==> src/rtl/rf8_4bits.sv <==
// Eight 4-bit registers written through a 1-to-8 demux, with single writes
// and an auto-incrementing 8-word sequential load; q0..q7 feed ALU mux a..h.
module rf8_4bits (
  input  logic       clk,
  input  logic       reset_n,
  input  logic       we,
  input  logic [2:0] wa,
  input  logic [3:0] d,
  input  logic       seq_start,
  input  logic       seq_valid,
  output logic [3:0] q0,
  output logic [3:0] q1,
  output logic [3:0] q2,
  output logic [3:0] q3,
  output logic [3:0] q4,
  output logic [3:0] q5,
  output logic [3:0] q6,
  output logic [3:0] q7,
  output logic [7:0] wr_hot,
  output logic       seq_busy,
  output logic       seq_done
);

  typedef enum logic [1:0] {
    IDLE,
    LOAD,
    DONE
  } state_t;

  state_t     state;
  logic [2:0] ptr;
  logic [3:0] regs [8];

  always_ff @(posedge clk or negedge reset_n) begin
    if (!reset_n) begin
      state  <= IDLE;
      ptr    <= '0;
      wr_hot <= '0;
      for (int unsigned i = 0; i < 8; i++) begin
        regs[i] <= '0;
      end
    end else begin
      wr_hot <= '0;
      unique case (state)
        IDLE, DONE: begin
          // seq_start outranks a single write presented in the same cycle
          if (seq_start) begin
            state <= LOAD;
            ptr   <= '0;
          end else begin
            state <= IDLE;
            if (we) begin
              regs[wa] <= d;
              wr_hot   <= 8'b1 << wa;
            end
          end
        end
        LOAD: begin
          if (seq_start) begin
            ptr <= '0;
          end else if (seq_valid) begin
            regs[ptr] <= d;
            wr_hot    <= 8'b1 << ptr;
            if (ptr == 3'd7) begin
              state <= DONE;
              ptr   <= '0;
            end else begin
              ptr <= ptr + 3'd1;
            end
          end
        end
        default: begin
          state <= IDLE;
          ptr   <= '0;
        end
      endcase
    end
  end

  assign q0       = regs[0];
  assign q1       = regs[1];
  assign q2       = regs[2];
  assign q3       = regs[3];
  assign q4       = regs[4];
  assign q5       = regs[5];
  assign q6       = regs[6];
  assign q7       = regs[7];
  assign seq_busy = (state == LOAD);
  assign seq_done = (state == DONE);

endmodule

==> config.mk <==
export PLATFORM = sky130hd
export DESIGN_NAME = rf8_4bits
export DESIGN_NICKNAME = d
export VERILOG_FILES = /design/src/rtl/rf8_4bits.sv
export SDC_FILE = /design/constraint.sdc
export NUM_CORES = 1
export LEC_CHECK = 0
export CORE_ASPECT_RATIO = 0.8
export CORE_UTILIZATION = 47
export CTS_CLUSTER_SIZE = 25
export DETAILED_ROUTE_END_ITERATION = 10
export PLACE_DENSITY = 0.78
export SYNTH_ARGS = -nofsm -noshare
export SYNTH_HDL_FRONTEND = slang
export SYNTH_SLANG_ARGS = --single-unit
==> constraint.sdc <==
create_clock -name clk -period 2.85 [get_ports clk]
set_clock_uncertainty 0.2 [all_clocks]
set_input_delay 0.855 -clock clk [delete_from_list [all_inputs] [get_ports clk]]
set_output_delay 0.855 -clock clk [all_outputs]
set_load 0.01 [all_outputs]
==> results.py <==
metrics = {
    "outcome": {
        "status": "finished clean",
    },
    "synth": {
        "async_reset_ff_share_pct": 100,
        "synth_common_cells": "dfrtp_1, mux2_2, a21oi_1",
        "synth_cell_type_count": 38,
        "synth_fp_nets": 181,
        "synth_edf_count": 0,
        "yosysSeqAreaShare_pct": 54.8,
        "synth_largest_area_cell": "dfrtp_1",
        "yosys.area.top_type_share_pct": 54.8,
        "ys_warn_count": 0,
        "synth_most_common_cell": "dfrtp_1",
        "syn_inst": 163,
        "synthTopCellsByArea": "dfrtp_1, mux2_2, ha_1",
        "synth-seq-cells": 45,
        "syn_area_um2": 2050,
        "avgSynthCellArea_um2": 12.6,
        "synth_ff_type": "dfrtp_1",
    },
    "critical_path": {
        "startpoint": "state[1]$_DFFE_PN0P_",
        "reg2reg_slack_ps": 820,
        "cp-endpoint": "seq_busy",
        "r2r-end": "q0[3]$_DFFE_PN0P_",
        "cp.required_ps": 1800,
        "reg2reg_depth": 5,
        "arrival_ps": 1630,
        "path_class": "flop to primary output",
        "end_kind": "primary output",
        "rr_startpoint": "state[1]$_DFFE_PN0P_",
        "cp-start-kind": "flop",
        "cp_max_fo": 8,
    },
    "placed_design": {
        "routabilityCongestion": 0.895,
        "io_buffers": 53,
        "dp_hpwl_um": 3480,
        "pre_cts_slack_ps": -59.0,
        "dp_cells": 281,
    },
    "power": {
        "power.total_uw": 1620,
        "leakage_uw": 0.00125,
        "power_density_nw_per_um2": 571,
        "ir_worst_vdd_uv": 326,
    },
    "global_routing": {
        "groute.usage.overall_pct": 21.2,
        "grt_pass1_vias": 1462,
        "grt_overflow": 0,
        "grt_antenna_before_repair": 0,
        "grt_max_degree": 46,
        "grt_pass1_wl_um": 7200,
    },
    "timing": {
        "period_share_pct": 94.3,
        "final-hold-violation-count": 0,
        "worst_pin_slew_ps": 437,
        "setup_violations": 0,
        "slew_headroom_pct": 70.9,
        "period_needed_ps": 2690,
        "rsz0062_at_grt": "false",
        "fmax_mhz": 372,
        "finalMaxSlewViolations": 0,
        "setup_slack_ps": 163,
    },
    "clocking": {
        "cts_resized": 0,
        "cts_root_buf": "clkbuf_8",
        "cts-hold-fix-buffers": 0,
        "cts_sinks": 45,
        "post_cts_buffers": 0,
        "clk_path_buf_depth": 2,
        "clock_latency_ps": 290,
        "cts_tree": "built",
        "clkTransAtPathRegs_ps": 80,
        "htreeDepth": 2,
        "cts_made_buffers": 5,
    },
    "detailed_routing": {
        "vias": 1593,
        "route.detailed.drc": 0,
        "detail_route.first_pass.iterations": 4,
        "viasPerCell": 5.51,
        "drt_iter0_drc": 136,
        "drtAntennaViolNets": 0,
        "drt-total-wl_um": 4700,
        "wire_per_inst_um": 16.3,
    },
    "run": {
        "cap_violations": 0,
    },
    "floorplanning": {
        "die_h_um": 61.1,
        "ios": 54,
        "die_w_um": 75.9,
        "fp.coreArea_um2": 4180,
        "start_util_pct": 49.1,
        "std_cell_rows": 21,
        "dieArea_um2": 4640,
    },
    "cells_and_area": {
        "syn_to_final_growth_pct": 38.5,
        "utilization_pct": 68.0,
        "final_nets": 249,
        "fin_cells": 289,
        "antenna_cells": 0,
        "layout-drive-gt1-share_pct": 25.0,
    },
    "min_path": {
        "min_path_type": "flop to flop",
    },
}
-- state kept, by name (all words and copies together), names as in the netlist --
signal	count
ptr	3
q0	4
q1	4
q2	4
q3	4
q4	4
q5	4
q6	4
q7	4
state	2
wr_hot	8
-- area by class of cell --
class	instances	area, um2
inverters	6	25.0
repair buffers	64	621
well taps	57	71.3
flip-flops and latches	45	1130
multi-input cells	109	880
clock inverters	2	37.5
clock buffers	6	82.6
fillers	308	1340
-- through the flow --
| step | hold slack, ps | instance area (um2) | TNS (ps) |
|---|---|---|---|
| after global placement | 268 | 2720 | 0 |
| final | 297 | 2840 | 0 |
| after detailed placement | 285 | 2720 | -219 |
| after floorplan | 305 | 2050 | 0 |
| after global routing | 328 | 2840 | 0 |
| after CTS | 307 | 2840 | 0 |
-- critical path, stage by stage (launching register included) --
cell             delay (ps)
dfrtp_1                 450
nand2b_1                230
inv_4                   110
clkdlybuf4s50_1         540
-- cells in the final DEF (no fill, tap or decap), drive strengths merged --
cell type	n
a21oi	11
and4bb	1
nor2	4
nand4	5
nand2b	4
nor3b	2
nor2b	3
or2	1
a31oi	1
nor3	4
a22o	2
dfrtp	45
a21o	1
a32o	2
inv	6
clkbuf	6
o21ai	4
and2	2
mux2	32
ha	6
o21bai	2
o22ai	1
clkdlybuf4s50	52
and3	1
nand3	5
or3	2
nand2	9
nor4	2
bufinv	1
buf	12
clkinvlp	1
nand3b	2
-- report_power, final --
| group | internal (uW) | switching [uW] | total, uW |
|---|---|---|---|
| Combinational | 217 | 143 | 360 |
| Sequential | 718 | 50.6 | 768 |
| Clock | 285 | 211 | 496 |
-- how the worst min path moves through the flow --
| stage | startpoint | endpoint | slack (ps) | depth (start not counted) |
|---|---|---|---|---|
| after global routing | q4[3]$_DFFE_PN0P_ | q4[3]$_DFFE_PN0P_ | 330 | 1 |
| after detailed placement | q4[2]$_DFFE_PN0P_ | q4[2]$_DFFE_PN0P_ | 290 | 1 |
| after global placement | q4[1]$_DFFE_PN0P_ | q4[1]$_DFFE_PN0P_ | 270 | 1 |
| final | q4[1]$_DFFE_PN0P_ | q4[1]$_DFFE_PN0P_ | 300 | 1 |
| after CTS | q4[1]$_DFFE_PN0P_ | q4[1]$_DFFE_PN0P_ | 310 | 1 |
| after floorplan | state[1]$_DFFE_PN0P_ | state[0]$_DFFE_PN0P_ | 300 | 1 |
-- cell families after synthesis --
group           share of synthesized area, %
compound gates                          8.29
fa+ha+maj                               3.66
buf+inv                                 2.32
flops                                   54.8
mux                                     17.6
simple gates                            13.3
-- routing by layer --
| layer | part of all wire (%) | track usage [%] |
|---|---|---|
| met5 | 0 | 0 |
| met4 | 0.38 | 3.97 |
| met3 | 4.4 | 4.42 |
| met2 | 50 | 34.4 |
| met1 | 45 | 30.0 |
(Power assumes the default switching activity.)
